File: src/rtl/fp_mult_pipe.sv
// Multi-lane IEEE-754 binary32 multiplier: 3-stage pipeline (classify, multiply, round/pack)
// with flush-to-zero inputs/outputs, round-to-nearest-even and a valid/ready handshake.
module fp_mult_pipe #(
    parameter int LANES = 1,
    parameter int W     = 32
) (
    input  logic               clk,
    input  logic               resetn,
    input  logic               valid_in,
    output logic               ready_out,
    input  logic [LANES*W-1:0] a,
    input  logic [LANES*W-1:0] b,
    output logic [LANES*W-1:0] out,
    output logic [3:0]         flags,
    output logic               valid_out,
    input  logic               ready_in
);
    if (W != 32) begin : g_bad_width
        $fatal(1, "fp_mult_pipe: W must be 32");
    end
    if (LANES < 1 || LANES > 8) begin : g_bad_lanes
        $fatal(1, "fp_mult_pipe: LANES must be 1..8");
    end

    localparam logic [1:0] K_NORM = 2'd0;
    localparam logic [1:0] K_ZERO = 2'd1;
    localparam logic [1:0] K_INF  = 2'd2;
    localparam logic [1:0] K_NAN  = 2'd3;

    logic       adv;
    logic       valid1_reg, valid2_reg, valid_out_reg;
    logic [3:0] flags_reg, flags_next;
    logic [3:0] lane_flags_next [LANES];

    assign adv       = ~valid_out_reg | ready_in;
    assign ready_out = adv;
    assign valid_out = valid_out_reg;
    assign flags     = flags_reg;

    always_ff @(posedge clk or negedge resetn) begin
        if (!resetn) begin
            valid1_reg    <= 1'b0;
            valid2_reg    <= 1'b0;
            valid_out_reg <= 1'b0;
            flags_reg     <= 4'd0;
        end else if (adv) begin
            valid1_reg    <= valid_in;
            valid2_reg    <= valid1_reg;
            valid_out_reg <= valid2_reg;
            // Bubbles leave the last result and its flags visible
            if (valid2_reg)
                flags_reg <= flags_next;
        end
    end

    always_comb begin
        flags_next = 4'd0;
        for (int i = 0; i < LANES; i++)
            flags_next = flags_next | lane_flags_next[i];
    end

    genvar gi;
    for (gi = 0; gi < LANES; gi++) begin : g_lane
        logic [31:0]       op_a, op_b;
        logic              zero_a, zero_b, inf_a, inf_b, nan_a, nan_b;
        logic [1:0]        kind_s1;
        logic signed [9:0] exp_sum;

        logic              sign1_reg, sign2_reg;
        logic [1:0]        kind1_reg, kind2_reg;
        logic signed [9:0] exp1_reg, exp2_reg;
        logic [23:0]       ma1_reg, mb1_reg;
        logic [47:0]       prod2_reg;
        logic [31:0]       out_reg, res_next;
        logic [3:0]        flg_next;

        logic [22:0]       frac, frac_r;
        logic              guard, rnd, sticky, round_up, carry, inexact;
        logic signed [9:0] exp_n, exp_f;

        assign op_a   = a[gi*32 +: 32];
        assign op_b   = b[gi*32 +: 32];
        assign zero_a = (op_a[30:23] == 8'd0);
        assign zero_b = (op_b[30:23] == 8'd0);
        assign inf_a  = (op_a[30:23] == 8'hFF) && (op_a[22:0] == 23'd0);
        assign inf_b  = (op_b[30:23] == 8'hFF) && (op_b[22:0] == 23'd0);
        assign nan_a  = (op_a[30:23] == 8'hFF) && (op_a[22:0] != 23'd0);
        assign nan_b  = (op_b[30:23] == 8'hFF) && (op_b[22:0] != 23'd0);
        assign exp_sum = $signed({2'b00, op_a[30:23]}) + $signed({2'b00, op_b[30:23]}) - 10'sd127;

        always_comb begin
            kind_s1 = K_NORM;
            if (nan_a || nan_b || (inf_a && zero_b) || (inf_b && zero_a))
                kind_s1 = K_NAN;
            else if (inf_a || inf_b)
                kind_s1 = K_INF;
            else if (zero_a || zero_b)
                kind_s1 = K_ZERO;
        end

        always_ff @(posedge clk or negedge resetn) begin
            if (!resetn) begin
                sign1_reg <= 1'b0;
                kind1_reg <= 2'd0;
                exp1_reg  <= '0;
                ma1_reg   <= '0;
                mb1_reg   <= '0;
                sign2_reg <= 1'b0;
                kind2_reg <= 2'd0;
                exp2_reg  <= '0;
                prod2_reg <= '0;
                out_reg   <= '0;
            end else if (adv) begin
                sign1_reg <= op_a[31] ^ op_b[31];
                kind1_reg <= kind_s1;
                exp1_reg  <= exp_sum;
                ma1_reg   <= {1'b1, op_a[22:0]};
                mb1_reg   <= {1'b1, op_b[22:0]};
                sign2_reg <= sign1_reg;
                kind2_reg <= kind1_reg;
                exp2_reg  <= exp1_reg;
                prod2_reg <= ma1_reg * mb1_reg;
                if (valid2_reg)
                    out_reg <= res_next;
            end
        end

        // Product lies in [1,4): bit 47 set means one extra right shift
        always_comb begin
            frac   = prod2_reg[45:23];
            guard  = prod2_reg[22];
            rnd    = prod2_reg[21];
            sticky = |prod2_reg[20:0];
            exp_n  = exp2_reg;
            if (prod2_reg[47]) begin
                frac   = prod2_reg[46:24];
                guard  = prod2_reg[23];
                rnd    = prod2_reg[22];
                sticky = |prod2_reg[21:0];
                exp_n  = exp2_reg + 10'sd1;
            end
            round_up        = guard & (rnd | sticky | frac[0]);
            {carry, frac_r} = {1'b0, frac} + {23'd0, round_up};
            exp_f           = carry ? exp_n + 10'sd1 : exp_n;
            inexact         = guard | rnd | sticky;

            res_next = {1'b0, 8'hFF, 1'b1, 22'd0};
            flg_next = 4'b1000;
            case (kind2_reg)
                K_NAN: begin
                    res_next = {1'b0, 8'hFF, 1'b1, 22'd0};
                    flg_next = 4'b1000;
                end
                K_INF: begin
                    res_next = {sign2_reg, 8'hFF, 23'd0};
                    flg_next = 4'b0000;
                end
                K_ZERO: begin
                    res_next = {sign2_reg, 31'd0};
                    flg_next = 4'b0000;
                end
                default: begin
                    if (exp_f >= 10'sd255) begin
                        res_next = {sign2_reg, 8'hFF, 23'd0};
                        flg_next = 4'b0110;
                    end else if (exp_f <= 10'sd0) begin
                        res_next = {sign2_reg, 31'd0};
                        flg_next = 4'b0011;
                    end else begin
                        res_next = {sign2_reg, exp_f[7:0], frac_r};
                        flg_next = {3'b000, inexact};
                    end
                end
            endcase
        end

        assign lane_flags_next[gi] = flg_next;
        assign out[gi*32 +: 32]    = out_reg;
    end
endmodule
File: config.mk
export PLATFORM = sky130hd
export DESIGN_NAME = fp_mult_pipe
export DESIGN_NICKNAME = d
export VERILOG_FILES = /design/src/rtl/fp_mult_pipe.sv
export SDC_FILE = /design/constraint.sdc
export NUM_CORES = 2
export LEC_CHECK = 0
export BUFFER_PORTS_ARGS = -buffer_cell sky130_fd_sc_hd__buf_2
export CORE_ASPECT_RATIO = 1.75
export CORE_MARGIN = 1.5
export CORE_UTILIZATION = 45
export CTS_CLUSTER_SIZE = 10
export DETAILED_ROUTE_END_ITERATION = 8
export HOLD_SLACK_MARGIN = 0.05
export SKIP_CTS_REPAIR_TIMING = 1
export SLEW_MARGIN = 20
export SYNTH_ARGS = -nofsm -noshare
export SYNTH_HDL_FRONTEND = slang
export SYNTH_SLANG_ARGS = --single-unit
File: constraint.sdc
create_clock -name clk -period 6.65 [get_ports clk]
set_input_delay 0.3325 -clock clk [delete_from_list [all_inputs] [get_ports clk]]
set_output_delay 0.3325 -clock clk [all_outputs]
set_load 0.01 [all_outputs]
# After elaboration in Yosys (flattened, before gate mapping)
# Index checks and enable logic that the tools add are counted.
# totals
input_bits	68
wordCells	71
regBits	161
output_inout_bits	38
# op_classes
n_reduce_logical	21
eq_ne	5
n_lt_le_gt_ge	2
multipliers	1
addsub	5
muxes	15
bitwise	8
# ops
operator	count
one-hot mux 32 bit (3 select lines)	1
two-way mux 31 bit	2
multiplier 24 x 24 -> 48 bit	1
logical NOT 23 bit	2
nonzero test 23 bit	2
adder 23 x 1 -> 24 bit	1
two-way mux 23 bit	1
OR reduction 22 bit	1
OR reduction 21 bit	1
adder 10 x 2 -> 10 bit (second input constant)	2
two-way mux 10 bit	2
== test 8 bit (second input constant)	2
logical NOT 8 bit	2
greater-or-equal comparator 10 x 9 -> 1 bit (second input constant)	1
<= comparator 10 x 1 -> 1 bit (second input constant)	1
subtractor 9 x 7 -> 10 bit (second input constant)	1
adder 8 x 8 -> 9 bit	1
one-hot mux 4 bit (2 select lines)	1
logical AND 1 bit	6
two-way mux 2 bit	3
logical OR 1 bit	5
bitwise OR 1 bit	5
== test 2 bit (second input constant)	2
two-way mux 1 bit	4
other kinds (7)	7

# Longest topological paths before layout
# depth
depth_word	11
mapped_depth	28
ltp_nobuf	25

# Least setup slack after synthesis
# Ideal clock, no wire load.
# synth_timing
kind	register to register
from	reg g_lane[0].mb1_reg[3]
to	reg g_lane[0].prod2_reg[41]
n_path_buf	2
t_arrival_ns	6.677
setup_time_ns	0.121
period_less_slack_ns	6.798
slack_ns	-0.148
required_time_ns	6.529
path_stages_with_launch	27
cell_sequence	dfrtp_1 -> clkbuf_1 -> clkbuf_1 -> nand2_1 -> fa_1 -> inv_1 -> fa_1 -> inv_1 -> fa_1 -> inv_1 -> fa_1 -> inv_1 -> fa_1 -> inv_1 -> fa_1 -> inv_1 -> fa_1 -> inv_1 -> ha_1 -> a21oi_1 -> o21ai_0 -> a221o_1 -> o41ai_1 -> o211a_1 -> o21ai_0 -> mux2i_1 -> a22o_1
# synth_via
elab_chain_cells	1
# synth_lines
element	line	source
from (decl)	72	logic [23:0] ma1_reg, mb1_reg;
from (signal assigned)	118	mb1_reg <= {1'b1, op_b[22:0]};
multiplier 24 x 24 -> 48 bit	122	prod2_reg <= ma1_reg * mb1_reg;
to (signal assigned)	122	
to (decl)	73	logic [47:0] prod2_reg;
# No other way between the ends.
# A chain may end at the register's enable or synchronous reset.

# Worst setup path in the final report
# layout_timing
from	reg g_lane[0].ma1_reg[10]
to	reg g_lane[0].prod2_reg[41]
# layout_via
elab_chain_cells	1
# layout_lines
element	line	source
from (decl)	72	
from (signal assigned)	117	ma1_reg <= {1'b1, op_a[22:0]};
multiplier 24 x 24 -> 48 bit	122	
# No other way between the ends.

==> run_results.csv <==
group,metric,value,unit
worst_setup_path,cpLargestDelayFamily,"adder cells",
sta,setup_ws,-0.0584,ns
sta,maxSlewViolCount,0,
layout,mostFrequentLayoutCells,"573 x nand2_1, 538 x inv_1, 476 x fa_1, 301 x and2_1, 184 x buf_4",
die,core-area,60200,um2
place,dpl.hpwl,69.3,mm
sta,setup_violations,4,
place,postPlaceCellArea,30000,um2
yosys,synth_area,27300,um2
place,dp.cells,4048,
global_route,grt_pass1_vias,24049,
clocking,cts_htree_levels,4,
clocking,cts_made_buffers,17,
die,die_x,189,um
worst_setup_path,path_class,"flip-flop to flip-flop",
yosys,syn_nets,3852,
sta,fin_skew,0.0182,ns
drt,first_iter_violations,1218,
die,die_area,62300,um2
layout,final_cell_area,31700,um2
sta,worst_pin_slew,0.974,ns
global_route,grt_pass1_wl,132,mm
drt,via_per_inst,5.37,
worst_setup_path,cp.arrival,7.05,ns
layout,final_nets,4055,
drt,wl,84.8,mm
die,io_pins,106,
status,status,"finished, violations left",
yosys,syn_inst,3108,
layout,area_delta_synth_final,15.9,%
worst_setup_path,path_cells,"buf_12 -> buf_8 -> and2_4 -> fa_1 -> fa_1 -> inv_2 -> fa_1 -> fa_1 -> inv_1 -> fa_1 -> fa_1 -> inv_2 -> fa_1 -> inv_2 -> ha_4 -> a21oi_2 -> buf_4 -> inv_2 -> a221o_1 -> o41ai_4 -> o211a_1 -> o21ai_2 -> mux2i_1 -> a22o_1",
global_route,grt.overflow.total,0,
drt,drc_errors,0,
sta,rsz0062_at_grt,"true",
worst_setup_path,start_kind,"flip-flop",
worst_setup_path,end_kind,"flip-flop",
place,gp_congestion,1.00,
sta,hold_viol_final,0,
layout,stdcell_count,4114,
worst_setup_path,required,6.99,ns
yosys,yosys_warnings,0,
layout,final_layout_size_suffix_gt1_frac,0.160,
drt,post_drt_wl_per_cell,20.6,um
status,violations,"negative setup slack",
layout,final_common_cell,"nand2_1",
layout,largest_reg_flops,48,
yosys,synth_edf_count,0,
die,die_h,329,um
die,rows,119,
worst_setup_path,crit_path_frequent_cell,"fa_1",
sta,layout_min_cycle_time,6.71,ns
clocking,clk_latency,0.47,ns
worst_setup_path,slowest_stage,"fa_1",
yosys,postSynthRegisterBits,160,
clocking,clk_pin_slew,0.08,ns
job,drv_cap,0,
worst_setup_path,cp_max_fo,8,
clocking,cts.root.buffer_cell,"clkbuf_16",
clocking,clk_path_buf_depth,2,
yosys,ys_types,70,
clocking,cts_sinks,160,
yosys,ys.flop_type,"dfrtp_1",
sta,finalCritPeriodShare,1.01,
sta,slew_headroom,0.350,
place,dp_slack,-0.753,ns
global_route,antenna_found_initial,1,
clocking,cts_tree,"yes",
global_route,grt_usage,0.279,
yosys,postSynth.asyncResetShare,1.00,
drt,drt.antenna.violating_nets,0,
yosys,ys_seq_area_frac,0.146,
sta,hold_ws,0.0779,ns
global_route,grt_start_max_net_pins,97,
drt,drt_first_pass_iters,5,
place,port_buffers,105,
worst_setup_path,worst-path-buf-inv,8,
yosys,synth.avg_cell_area,8.80,um2
min_path,holdCritPathClass,"primary input to flip-flop",
drt,num_vias,22084,
worst_setup_path,critPathMaxStageDelay,0.53,ns
sta,fmax,0.149,GHz
die,initial_core_util,0.454,
-- cells in the mapped netlist, types with 5 or more instances --
cell type | count | share of area
o21ai_0 | 59 | 0.011
a32o_1 | 5 | 0.0018
o21a_1 | 7 | 0.0019
nor2b_1 | 14 | 0.0032
dfrtp_1 | 160 | 0.15
xnor2_1 | 49 | 0.016
mux2i_1 | 19 | 0.0070
o21bai_1 | 6 | 0.0016
and4_1 | 5 | 0.0016
nand2_1 | 576 | 0.079
and2_1 | 310 | 0.071
clkbuf_1 | 158 | 0.022
a21oi_1 | 94 | 0.017
nand2b_1 | 11 | 0.0025
a21o_1 | 33 | 0.0091
a211oi_1 | 10 | 0.0027
xor2_1 | 46 | 0.015
nor3_1 | 16 | 0.0029
buf_6 | 6 | 0.0025
nor4_1 | 23 | 0.0053
inv_1 | 563 | 0.077
a31oi_1 | 13 | 0.0030
fa_1 | 483 | 0.35
and3_1 | 17 | 0.0039
a22o_1 | 22 | 0.0070
ha_1 | 193 | 0.088
mux2_2 | 7 | 0.0029
nand4_1 | 30 | 0.0069
nor2_1 | 72 | 0.0099
nand3_1 | 30 | 0.0055
-- cell type report --
class	instances	area, um2
fill	5631	28500
multi-input combinational	2213	21100
sequential	160	4030
timing repair buffer	355	2890
inverter	564	2120
tap	786	983
clock buffer	20	457
clock inverter	12	108
antenna	4	10.0
-- tightest hold or removal path, delay by kind of cell --
family / cells / cell delay [ns]
buf+inv: 1 / 0.09
simple gates: 2 / 0.09
-- metrics by stage --
stage                     TNS [ns]   util
after floorplan                  0      -
after global placement       -5.70  0.499
after detailed placement     -6.21  0.499
after CTS                    -7.02  0.508
after global routing         -2.57  0.526
final                       -0.138  0.527
-- cell families (layout without fill, tap and decap cells) --
logic type      count (synthesis)  after routing  share of synthesized area
simple gates                 1130           1130                      0.201
buf+inv                       735            951                      0.103
fa+ha+maj                     676            676                      0.442
compound gates                285            285                     0.0670
flops                         160            160                      0.146
xor+xnor                       96             96                     0.0310
mux                            26             26                    0.00984
other cells                     0              4                          0
-- per-layer routing --
| layer | vias up | track usage | part of all wire |
|---|---|---|---|
| li1 | 9913 | - | - |
| met1 | 11213 | 0.303 | 0.36 |
| met2 | 691 | 0.514 | 0.53 |
| met3 | 265 | 0.0384 | 0.046 |
| met4 | 2 | 0.167 | 0.071 |
| met5 | - | 0 | 0.00015 |
-- path summary, 6_finish.rpt --
path / startpoint / to / slack [ns] / depth (start not counted)
worst max-delay path: g_lane[0].ma1_reg[10] / g_lane[0].prod2_reg[41] / -0.06 / 24
worst min register to register: out[28] / out[28] / 0.47 / 2
worst max register to register: g_lane[0].ma1_reg[10] / g_lane[0].prod2_reg[41] / -0.06 / 24
min in group asynchronous: resetn / g_lane[0].kind2_reg[1] / 0.54 / 2
worst min-delay path: a[20] / g_lane[0].ma1_reg[20] / 0.08 / 3
max in group asynchronous: resetn / g_lane[0].mb1_reg[7] / 4.46 / 3
Power is left out: the tool's default activity adds up to more than one toggle a clock period on the data nets, which glitch-free logic cannot reach.
